### src/rtl/panel_write_queue_pkg.sv
// panel_pkg: shared constants, the queued-entry layout and the colour
// expansion helper for the panel write queue.
//   PANEL_COUNT    - number of panel write enables
//   COLOR_BITS     - bits per incoming colour channel
//   DEFAULT_ADDR_W - default framebuffer address width
//   pix_write_t    - one queued pixel write at the default address width
//   expand6to8     - 6-bit to 8-bit channel expansion by MSB replication
package panel_pkg;

  localparam int PANEL_COUNT    = 6;
  localparam int COLOR_BITS     = 6;
  localparam int DEFAULT_ADDR_W = 14;

  // Field order matches the packing used by panel_write_queue for any ADDR_W.
  typedef struct packed {
    logic [PANEL_COUNT-1:0]    en;
    logic [2:0]                wr;
    logic [DEFAULT_ADDR_W-1:0] addr;
    logic [COLOR_BITS-1:0]     r;
    logic [COLOR_BITS-1:0]     g;
    logic [COLOR_BITS-1:0]     b;
  } pix_write_t;

  // Replicating the top two bits maps full scale to full scale (3F -> FF).
  function automatic logic [7:0] expand6to8(input logic [5:0] c);
    return {c, c[5:4]};
  endfunction

endpackage

### src/rtl/panel_write_queue_if.sv
// panel_write_queue_if: groups the upstream write strobe and the framebuffer
// write port of the panel write queue.
//   ctrl_en/ctrl_wr/ctrl_addr/ctrl_wdat - single-cycle write strobe from the writer
//   fb_we/fb_be/fb_addr/fb_wdat         - framebuffer write presented by the queue
//   fb_ready                            - framebuffer accepts the presented write
// Modports: master = upstream writer plus framebuffer, slave = the queue.
interface panel_write_queue_if
  import panel_pkg::*;
#(
  parameter int ADDR_W = DEFAULT_ADDR_W
);

  logic [PANEL_COUNT-1:0] ctrl_en;
  logic [3:0]             ctrl_wr;
  logic [15:0]            ctrl_addr;
  logic [23:0]            ctrl_wdat;

  logic [PANEL_COUNT-1:0] fb_we;
  logic [2:0]             fb_be;
  logic [ADDR_W-1:0]      fb_addr;
  logic [23:0]            fb_wdat;
  logic                   fb_ready;

  modport master (
    output ctrl_en, ctrl_wr, ctrl_addr, ctrl_wdat, fb_ready,
    input  fb_we, fb_be, fb_addr, fb_wdat
  );

  modport slave (
    input  ctrl_en, ctrl_wr, ctrl_addr, ctrl_wdat, fb_ready,
    output fb_we, fb_be, fb_addr, fb_wdat
  );

endinterface

### src/rtl/panel_write_queue_sync_fifo.sv
// sync_fifo: single-clock FIFO with flop storage read through a registered
// pointer, so the head entry is available in the same cycle it is popped.
//   clock, reset_n - clock and asynchronous active-low reset
//   clear          - synchronous drop of all entries
//   push, wr_data  - write request (taken when not full, or when popping)
//   pop, rd_data   - consume the head entry (ignored when empty)
//   full, empty    - occupancy flags
//   level          - registered occupancy count
module sync_fifo #(
  parameter int WIDTH = 8,
  parameter int DEPTH = 16
) (
  input  logic                   clock,
  input  logic                   reset_n,
  input  logic                   clear,
  input  logic                   push,
  input  logic                   pop,
  input  logic [WIDTH-1:0]       wr_data,
  output logic [WIDTH-1:0]       rd_data,
  output logic                   full,
  output logic                   empty,
  output logic [$clog2(DEPTH):0] level
);

  localparam int PTR_W = $clog2(DEPTH);
  localparam logic [PTR_W:0] PTR_ONE  = {{PTR_W{1'b0}}, 1'b1};
  localparam logic [PTR_W:0] PTR_ZERO = {(PTR_W + 1){1'b0}};

  logic [WIDTH-1:0] mem_r [DEPTH];
  logic [PTR_W:0]   wr_ptr_r;
  logic [PTR_W:0]   rd_ptr_r;
  logic [PTR_W:0]   level_r;
  logic             full_s;
  logic             empty_s;
  logic             wr_en_s;
  logic             rd_en_s;

  // Flags from the lap bit; a write on a full FIFO is allowed when the head leaves.
  always_comb begin
    empty_s = (wr_ptr_r == rd_ptr_r);
    full_s  = (wr_ptr_r[PTR_W] != rd_ptr_r[PTR_W]) &&
              (wr_ptr_r[PTR_W-1:0] == rd_ptr_r[PTR_W-1:0]);
    rd_en_s = pop & ~empty_s & ~clear;
    wr_en_s = push & (~full_s | rd_en_s) & ~clear;
  end

  // Entry storage; contents need no reset since the pointers gate visibility.
  always_ff @(posedge clock) begin
    if (wr_en_s) begin
      mem_r[wr_ptr_r[PTR_W-1:0]] <= wr_data;
    end
  end

  // Pointer and occupancy tracking.
  always_ff @(posedge clock or negedge reset_n) begin
    if (!reset_n) begin
      wr_ptr_r <= PTR_ZERO;
      rd_ptr_r <= PTR_ZERO;
      level_r  <= PTR_ZERO;
    end else if (clear) begin
      wr_ptr_r <= PTR_ZERO;
      rd_ptr_r <= PTR_ZERO;
      level_r  <= PTR_ZERO;
    end else begin
      if (wr_en_s) begin
        wr_ptr_r <= wr_ptr_r + PTR_ONE;
      end
      if (rd_en_s) begin
        rd_ptr_r <= rd_ptr_r + PTR_ONE;
      end
      case ({wr_en_s, rd_en_s})
        2'b10:   level_r <= level_r + PTR_ONE;
        2'b01:   level_r <= level_r - PTR_ONE;
        default: level_r <= level_r;
      endcase
    end
  end

  assign rd_data = mem_r[rd_ptr_r[PTR_W-1:0]];
  assign full    = full_s;
  assign empty   = empty_s;
  assign level   = level_r;

endmodule

### src/rtl/panel_write_queue.sv
// panel_write_queue: absorbs the panel writer's unthrottled pixel strobes in
// a FIFO and replays them to the framebuffer under valid/ready, expanding
// 6-bit channels to 8 bits and counting strobes lost to a full FIFO.
//   clock, reset_n - clock and asynchronous active-low reset
//   bus (slave)    - ctrl_* strobe in, fb_* write out, fb_ready in
//   flush          - synchronous discard of queued and presented writes
//   fifo_level     - FIFO occupancy, not counting the presented write
//   drop_count     - saturating count of dropped strobes
//   busy           - anything queued or presented
module panel_write_queue
  import panel_pkg::*;
#(
  parameter int DEPTH  = 16,
  parameter int ADDR_W = DEFAULT_ADDR_W
) (
  input  logic                   clock,
  input  logic                   reset_n,
  panel_write_queue_if.slave     bus,
  input  logic                   flush,
  output logic [$clog2(DEPTH):0] fifo_level,
  output logic [15:0]            drop_count,
  output logic                   busy
);

  typedef struct packed {
    logic [PANEL_COUNT-1:0] en;
    logic [2:0]             wr;
    logic [ADDR_W-1:0]      addr;
    logic [COLOR_BITS-1:0]  r;
    logic [COLOR_BITS-1:0]  g;
    logic [COLOR_BITS-1:0]  b;
  } entry_t;

  localparam int ENTRY_W = $bits(entry_t);

  entry_t                 push_entry_s;
  entry_t                 head_entry_s;
  logic [ENTRY_W-1:0]     head_vec_s;
  logic                   push_req_s;
  logic                   pop_s;
  logic                   drop_s;
  logic                   fifo_full_s;
  logic                   fifo_empty_s;
  logic [$clog2(DEPTH):0] level_s;

  logic                   out_valid_r;
  logic [PANEL_COUNT-1:0] fb_we_r;
  logic [2:0]             fb_be_r;
  logic [ADDR_W-1:0]      fb_addr_r;
  logic [23:0]            fb_wdat_r;
  logic [15:0]            drop_count_r;
  logic                   unused_s;

  // Strobe qualification, head consumption and drop detection.
  always_comb begin
    push_entry_s.en   = bus.ctrl_en;
    push_entry_s.wr   = bus.ctrl_wr[2:0];
    push_entry_s.addr = bus.ctrl_addr[ADDR_W-1:0];
    push_entry_s.r    = bus.ctrl_wdat[21:16];
    push_entry_s.g    = bus.ctrl_wdat[13:8];
    push_entry_s.b    = bus.ctrl_wdat[5:0];
    head_entry_s      = entry_t'(head_vec_s);
    // An empty channel mask makes the strobe a no-op rather than a write.
    push_req_s = (|bus.ctrl_en) & (|bus.ctrl_wr[2:0]) & ~flush;
    pop_s      = ~fifo_empty_s & (~out_valid_r | bus.fb_ready) & ~flush;
    // A pop in the same cycle frees the slot, so only a stuck full FIFO drops.
    drop_s     = push_req_s & fifo_full_s & ~pop_s;
  end

  sync_fifo #(
    .WIDTH (ENTRY_W),
    .DEPTH (DEPTH)
  ) u_fifo (
    .clock   (clock),
    .reset_n (reset_n),
    .clear   (flush),
    .push    (push_req_s),
    .pop     (pop_s),
    .wr_data (push_entry_s),
    .rd_data (head_vec_s),
    .full    (fifo_full_s),
    .empty   (fifo_empty_s),
    .level   (level_s)
  );

  // Output register: loads the head, retires on ready, holds data while stalled.
  always_ff @(posedge clock or negedge reset_n) begin
    if (!reset_n) begin
      out_valid_r <= 1'b0;
      fb_we_r     <= {PANEL_COUNT{1'b0}};
      fb_be_r     <= 3'b000;
      fb_addr_r   <= {ADDR_W{1'b0}};
      fb_wdat_r   <= 24'h000000;
    end else if (flush) begin
      out_valid_r <= 1'b0;
      fb_we_r     <= {PANEL_COUNT{1'b0}};
    end else if (pop_s) begin
      out_valid_r <= 1'b1;
      fb_we_r     <= head_entry_s.en;
      fb_be_r     <= head_entry_s.wr;
      fb_addr_r   <= head_entry_s.addr;
      fb_wdat_r   <= {expand6to8(head_entry_s.r),
                      expand6to8(head_entry_s.g),
                      expand6to8(head_entry_s.b)};
    end else if (out_valid_r && bus.fb_ready) begin
      out_valid_r <= 1'b0;
      fb_we_r     <= {PANEL_COUNT{1'b0}};
    end
  end

  // Saturating drop counter; flush leaves it alone.
  always_ff @(posedge clock or negedge reset_n) begin
    if (!reset_n) begin
      drop_count_r <= 16'h0000;
    end else if (drop_s && (drop_count_r != 16'hFFFF)) begin
      drop_count_r <= drop_count_r + 16'h0001;
    end
  end

  // Ignored strobe bits are folded here so they are visibly consumed.
  assign unused_s = ^{bus.ctrl_wr[3], bus.ctrl_addr, bus.ctrl_wdat};

  assign bus.fb_we   = fb_we_r;
  assign bus.fb_be   = fb_be_r;
  assign bus.fb_addr = fb_addr_r;
  assign bus.fb_wdat = fb_wdat_r;
  assign fifo_level  = level_s;
  assign drop_count  = drop_count_r;
  assign busy        = ~fifo_empty_s | out_valid_r;

endmodule

### src/flat_wrapper.sv
// flat-port wrapper written by rule: the top's interface ports become plain ports
module panel_write_queue_flat import panel_pkg::*;
#(
  parameter int DEPTH  = 16,
  parameter int ADDR_W = DEFAULT_ADDR_W
)
  (clock, reset_n, flush, fifo_level, drop_count, busy, bus_ctrl_en, bus_ctrl_wr, bus_ctrl_addr, bus_ctrl_wdat, bus_fb_ready, bus_fb_we, bus_fb_be, bus_fb_addr, bus_fb_wdat);
  panel_write_queue_if #(.ADDR_W(ADDR_W)) bus_i ();
  input  logic clock;
  input  logic reset_n;
  input  logic flush;
  output logic [$clog2(DEPTH):0] fifo_level;
  output logic [15:0] drop_count;
  output logic busy;
  input wire logic [$bits(bus_i.ctrl_en)-1:0] bus_ctrl_en;
  input wire logic [$bits(bus_i.ctrl_wr)-1:0] bus_ctrl_wr;
  input wire logic [$bits(bus_i.ctrl_addr)-1:0] bus_ctrl_addr;
  input wire logic [$bits(bus_i.ctrl_wdat)-1:0] bus_ctrl_wdat;
  input wire logic [$bits(bus_i.fb_ready)-1:0] bus_fb_ready;
  output wire logic [$bits(bus_i.fb_we)-1:0] bus_fb_we;
  output wire logic [$bits(bus_i.fb_be)-1:0] bus_fb_be;
  output wire logic [$bits(bus_i.fb_addr)-1:0] bus_fb_addr;
  output wire logic [$bits(bus_i.fb_wdat)-1:0] bus_fb_wdat;
  assign bus_i.ctrl_en = bus_ctrl_en;
  assign bus_i.ctrl_wr = bus_ctrl_wr;
  assign bus_i.ctrl_addr = bus_ctrl_addr;
  assign bus_i.ctrl_wdat = bus_ctrl_wdat;
  assign bus_i.fb_ready = bus_fb_ready;
  assign bus_fb_we = bus_i.fb_we;
  assign bus_fb_be = bus_i.fb_be;
  assign bus_fb_addr = bus_i.fb_addr;
  assign bus_fb_wdat = bus_i.fb_wdat;
  panel_write_queue #(.DEPTH(DEPTH), .ADDR_W(ADDR_W)) u_core (.clock(clock), .reset_n(reset_n), .bus(bus_i), .flush(flush), .fifo_level(fifo_level), .drop_count(drop_count), .busy(busy));
endmodule
### config.mk
export PLATFORM = sky130hd
export DESIGN_NAME = panel_write_queue_flat
export DESIGN_NICKNAME = d
export VERILOG_FILES = /design/src/rtl/panel_write_queue_pkg.sv /design/src/rtl/panel_write_queue_if.sv /design/src/rtl/panel_write_queue_sync_fifo.sv /design/src/rtl/panel_write_queue.sv /design/src/flat_wrapper.sv
export SDC_FILE = /design/constraint.sdc
export NUM_CORES = 1
export LEC_CHECK = 0
export CELL_PAD_IN_SITES_DETAIL_PLACEMENT = 1
export CELL_PAD_IN_SITES_GLOBAL_PLACEMENT = 2
export CORE_ASPECT_RATIO = 0.75
export CORE_UTILIZATION = 35
export DETAILED_ROUTE_END_ITERATION = 12
export HOLD_SLACK_MARGIN = 0.06
export PLACE_DENSITY_LB_ADDON = 0.3
export SLEW_MARGIN = 40
export SYNTH_ARGS = -nofsm -noshare
export SYNTH_HDL_FRONTEND = slang
export SYNTH_HIERARCHICAL = 1
export SYNTH_SLANG_ARGS = --single-unit
### constraint.sdc
create_clock -name clock -period 6.1 [get_ports clock]
set_input_delay 1.83 -clock clock [delete_from_list [all_inputs] [get_ports clock]]
set_output_delay 1.83 -clock clock [all_outputs]
set_load 0.03 [all_outputs]
## Yosys cells after proc, flatten, opt, wreduce, memory -nomap -nowiden

Memories as Yosys holds them, arrays and structs flattened.
Cells that the tools add are included.
W data, S select, Z words.

| storage, ports and cells | value |
|---|---|
| register bits after elaboration | 79 |
| bits in writable memories | 656 |
| bits of input ports | 54 |
| output and inout bits | 69 |
| word-level logic and storage cells | 63 |
| memories kept | 1 |

Memories:

| name | depth | width | rd ports | clocked after memory_dff | write ports | RTL line | source |
|---|---|---|---|---|---|---|---|
| u_core.u_fifo.mem_r | 16 | 41 | 1 | 0 | 1 | panel_write_queue_sync_fifo.sv:29 | `logic [WIDTH-1:0] mem_r [DEPTH];` |

| operators by class | value |
|---|---|
| add/subtract/negate cells | 5 |
| equality and inequality tests | 6 |
| mux-type cells | 14 |
| bitwise logic cells | 18 |
| reduce and logical (&&, ||, !) cells | 10 |

Operators with widths:

| cell | number |
|---|---|
| $mux W5 | 5 |
| $mux W6 | 3 |
| $add A16 B1 Y16 const B | 1 |
| $ne A16 B16 Y1 const B | 1 |
| $add A5 B1 Y5 const B | 3 |
| $and A1 B1 Y1 | 10 |
| $pmux W5 S2 | 1 |
| $reduce_bool A3 Y1 | 2 |
| $reduce_or A6 Y1 | 1 |
| $eq A5 B5 Y1 | 1 |
| $mux W1 | 5 |
| $not A1 Y1 | 5 |
| $sub A5 B1 Y5 const B | 1 |
| $eq A4 B4 Y1 | 1 |
| $reduce_bool A2 Y1 | 2 |
| $logic_and A1 B1 Y1 | 3 |
| $or A1 B1 Y1 | 3 |
| $reduce_or A3 Y1 | 1 |
| $eq A2 B1 Y1 const B | 1 |
| $eq A2 B2 Y1 const B | 1 |
| $reduce_and A2 Y1 | 1 |
| $ne A1 B1 Y1 | 1 |

## Depth between registers and ports, before layout

| logic depth | value |
|---|---|
| depth in word-level cells | 12 |
| gate-level depth with buffers | 18 |
| depth with buffers taken out | 14 |

## By module

The synthesis kept the hierarchy.

Modules (own cells, without submodules):

| module | times used | cells each | area an instance (um^2) | seq. area each (um^2) |
|---|---|---|---|---|
| sync_fifo | 1 | 1040 | 25778.5 | 20074.3 |
| panel_write_queue | 1 | 247 | 2459.9 | 1451.4 |

## Worst setup path before layout

No wires, ideal clock.

| timing path | value |
|---|---|
| path kind | input to register |
| from | input flush |
| to | memory u_core/u_fifo/mem_r[3][0] (netlist name), enable pin |
| library setup time | 0.490 ns |
| data arrival time | 6.156 ns |
| required time | 5.610 ns |
| slack | -0.546 ns |
| stages | 8 |
| path buffers | 3 |
| cell sequence | or3_2 -> buf_4 -> inv_2 -> buf_2 -> clkbuf_1 -> o311a_1 -> nand2_1 -> nor3_1 |

| on the way | value |
|---|---|
| word-level cells in the longest chain between the ends | 9 |
| elaborated cells on any way between the ends | 10 |
| those cells by class | mux: 2; bitwise: 8 |

Ends and longest elaborated chain:

| element | RTL line | source |
|---|---|---|
| start, declared | flat_wrapper.sv:11 | `input logic flush;` |
| $not A1 Y1 (no line) | -- |  |
| $and A1 B1 Y1 | panel_write_queue.sv:65 | `pop_s = ~fifo_empty_s & (~out_valid_r \| bus.fb_ready) & ~flush;` |
| via u_core.pop_s | panel_write_queue.sv:40 | `logic pop_s;` |
| $and A1 B1 Y1 (2 in series) | panel_write_queue_sync_fifo.sv:43 | `rd_en_s = pop & ~empty_s & ~clear;` |
| $or A1 B1 Y1 | panel_write_queue_sync_fifo.sv:44 | `wr_en_s = push & (~full_s \| rd_en_s) & ~clear;` |
| $and A1 B1 Y1 (2 in series) | panel_write_queue_sync_fifo.sv:44 |  |
| $mux W1 | panel_write_queue_sync_fifo.sv:49 | `if (wr_en_s) begin` |
| $mux W1 (implied by the code) | panel_write_queue_sync_fifo.sv:50 | `mem_r[wr_ptr_r[PTR_W-1:0]] <= wr_data;` |
| end, declared | panel_write_queue_sync_fifo.sv:29 |  |

The timed path passes the listed nets, and every way through them passes these cells.

## Worst setup path in the final report

| timing path | value |
|---|---|
| from | register u_core.u_fifo.rd_ptr_r[1] |
| to | output busy |

| on the way | value |
|---|---|
| word-level cells in the longest chain between the ends | 3 |

Ends and longest elaborated chain:

| element | RTL line | source |
|---|---|---|
| start, declared | panel_write_queue_sync_fifo.sv:31 | `logic [PTR_W:0] rd_ptr_r;` |
| start signal, assigned | panel_write_queue_sync_fifo.sv:69 | `rd_ptr_r <= rd_ptr_r + PTR_ONE;` |
| $eq A5 B5 Y1 | panel_write_queue_sync_fifo.sv:40 | `empty_s = (wr_ptr_r == rd_ptr_r);` |
| via u_core.fifo_empty_s | panel_write_queue.sv:43 | `logic fifo_empty_s;` |
| $not A1 Y1 | panel_write_queue.sv:129 | `assign busy = ~fifo_empty_s \| out_valid_r;` |
| $or A1 B1 Y1 | panel_write_queue.sv:129 |  |
| end, declared | flat_wrapper.sv:14 | `output logic busy;` |

The timed path passes the listed nets, and every way through them passes these cells.

==> out/qor.yml <==
finish:
  drive_gt1_share_pct: 26.19
  syn_to_final_growth_pct: 17.80
  antenna_cells: 0
  final_nets: 1522
  final_common_cell: "edfxtp_1"
  final_cell_mix: "656 x edfxtp_1, 205 x mux4_2, 117 x nand2_1"
sta:
  fin_worst_skew_ns: 0.02397
  hold_viol: 0
  grt_setup_unrepaired: "no"
  finalWorstSetupSlack_ns: 1.112
  relSlewSlack_pct: 45.86
  post-route-min-period_ns: 4.988
  setup_viol_count_final: 0
  post-route-period-util_pct: 81.77
  tns_ns: 0
  worst_pin_slew_ns: 0.8121
  max_freq_ghz: 0.2005
  final_max_slew_viol_count: 0
route:
  vias_per_cell: 5.171
  antenna_left: 0
  drc: 0
  drt_iter0_markers: 1112
  vias: 13250
  avgRoutedWirePerCell_um: 26.12
  drt_wl_total_mm: 66.92
  drt_first_pass_iters: 4
floorplanning:
  rows: 89
  dieHeight_um: 248.0
  num_io_pins: 123
  die_w_um: 330.0
  start_util_pct: 35.62
  core_area_sq_mm: 0.07929
  fp.dieArea_sq_mm: 0.08183
power:
  power_frac_clock_pct: 39.6
  seqPwrFrac_pct: 49.6
  power.density_mw_per_mm2: 345.4
  p_int_mw: 8.746
  switching_share_pct: 23.89
  p_sw_mw: 2.745
  p_leak_nw: 10.60
  p_comb_share_pct: 10.8
  vdd_ir_drop_max_v: 0.0001721
min_path:
  min_from: "u_core/bus.fb_be[2]"
  whs_endpoint: "u_core/bus.fb_be[2]"
  hp-class: "reg2reg"
  hold_depth: 2
logic_synthesis:
  synth_top_area_share_pct: 69.76
  synth_fp_nets: 1351
  synthCells: 1287
  postSynth.asyncResetShare_pct: 10.01
  synth_area_sq_mm: 0.02824
  synth-seq-cells: 729
  synth_area_leader_cell: "edfxtp_1"
  ys_seq_area_share_pct: 76.23
  yosysWarnings: 6
  synth_cell_types: 50
  synth_edf_count: 656
  ys.flop_type: "edfxtp_1"
  synth_area_leaders: "edfxtp_1 70%, mux4_2 16%, dfrtp_1 6.5%"
  syn_area_per_cell_sq_um: 21.94
place:
  pre_cts_ws_ns: 0.6883
  place_congestion: 0.7070
  io_buffers: 113
  dpl.hpwl_mm: 36.43
global_routing:
  grt.overflow.total: 0
  grt_max_degree: 68
  grt_pass1_vias: 14290
  grt_antenna_before_repair: 3
  grt_usage_pct: 16.72
  grt_pass1_wl_mm: 98.48
worst_setup_path:
  crit_path_start_kind: "flip-flop"
  cp-end-kind: "output pin"
  crit_chain: "xnor2_1, nand4_1, nor2_1, nand2b_1, clkdlybuf4s50_1"
  r2r-end: "u_core/u_fifo/mem_r[11][18]"
  crit_type: "reg2out"
  critical_path_required_ns: 4.27
  rr_worst_depth: 10
  cp.buffers_inverters: 1
  r2r_start: "u_core/u_fifo/rd_ptr_r[1]"
  arrival_ns: 3.16
  reg2reg_slack_ns: 1.85
  slowest_delay_ns: 0.85
  path_delay_family: "simple AND/OR/NAND/NOR gates"
  cp_max_fo: 43
  worst_path_max_delay_cell: "dfrtp_4"
outcome:
  status: "finished clean"
cts:
  cts_tree: "done"
  htreeDepth: 3
  numCtsBuffers: 76
  cts_buffer_depth: 3
  cts.clk_slew.worst_paths_ns: 0.06
  cts_num_sinks: 729
  clock_latency_ns: 0.62
  ctsResizeCount: 0
  post_cts_buffers: 0
  cts_root_buf: "clkbuf_16"
  postCtsHoldBufs: 0
run:
  cap_viol_max_count: 0
worst register-to-register path, delay by kind of cell, from the launching register on:
family          cells  cell delay, ns
compound gates      1            0.32
xor+xnor            1            0.19
buf+inv             3            0.77
flops               1            0.85
simple gates        5            1.82
routing by layer:
layer	vias to the layer above	wire length [um]	global-route usage (%)	part of all wire, %
li1	5628	-	-	-
met5	-	12	0	0.018
met2	251	32200	27.03	48
met3	87	2431	2.661	3.6
met1	7280	31080	23.78	46
met4	2	1191	4.039	1.8
through the flow:
step                util [%]  instances  total power, mW  hold WS (ns)  cell area [sq um]
global route           41.96       2562            11.90        0.5031              33270
finish                 41.96       2562            11.49        0.4772              33270
floorplan                  -       1287            6.546        0.5363              28260
CTS                    41.95       2562            11.65        0.4812              33260
global placement       38.88       2426            7.056        0.4613              30830
detailed placement     38.91       2426            7.074        0.4661              30850
power groups by stage:
stage	sequential [mW]	combinational, mW	clock [mW]
2_1_floorplan	6.04	0.505	0
3_3_place_gp	5.80	1.26	0
3_5_place_dp	5.80	1.27	0
4_1_cts	5.70	1.28	4.67
5_1_grt	5.72	1.34	4.83
6_report	5.70	1.25	4.55
state kept, by name, indices dropped and copies added (netlist names):
signal,flops
u_core/bus.fb_be,3
u_core/u_fifo/level,5
u_core/bus.fb_wdat,18
u_core/drop_count,16
u_core/out_valid_r,1
u_core/bus.fb_addr,14
u_core/bus.fb_we,6
u_core/u_fifo/wr_ptr_r,5
u_core/u_fifo/rd_ptr_r,5
u_core/u_fifo/mem_r,656
Yosys cell counts, drive strengths merged, types with 4 or more instances:
library cell / n
dfrtp: 73
a21oi: 7
edfxtp: 656
mux4: 205
nand2b: 6
and4: 5
xnor2: 15
buf: 50
nor4: 4
a22o: 6
nor3: 10
ha: 9
mux2i: 4
clkbuf: 19
nand2: 117
xor2: 15
nor2: 30
o211ai: 4
and3: 4
nand3: 7
inv: 10
nand4: 8
kinds of logic after synthesis:
family / count (synthesis) / share of synthesized area (%)
xor gates and xnor gates: 30 / 0.9305
and+or+nand+nor: 198 / 3.195
AOI/OAI and AO/OA: 29 / 0.8153
muxes: 212 / 16.67
buffers and inverters: 79 / 1.693
adders and majority gates: 10 / 0.4697
DFF: 729 / 76.23
cell type report:
type	instances	area (sq um)
flip-flops and latches	729	21540
inverters	10	37.54
repair buffers	162	1598
fillers	7421	46020
multi-input cells	479	6374
clock buffers	103	2053
well taps	1046	1309
clock inverters	33	356.6
how the worst max path moves through the flow:
stage | cells after the start | end | slack, ns | startpoint
floorplan | 8 | u_core/u_fifo/mem_r[12][0] | 0.55 | flush
finish | 5 | busy | 1.11 | u_core/u_fifo/rd_ptr_r[1]
global route | 5 | busy | 0.95 | u_core/u_fifo/rd_ptr_r[1]
CTS | 5 | busy | 1.04 | u_core/u_fifo/rd_ptr_r[1]
global placement | 10 | u_core/u_fifo/level[4] | 0.79 | bus_ctrl_wr[0]
detailed placement | 7 | u_core/u_fifo/mem_r[11][19] | 0.69 | bus_ctrl_wr[1]
Power figures use the tool's default switching activity.
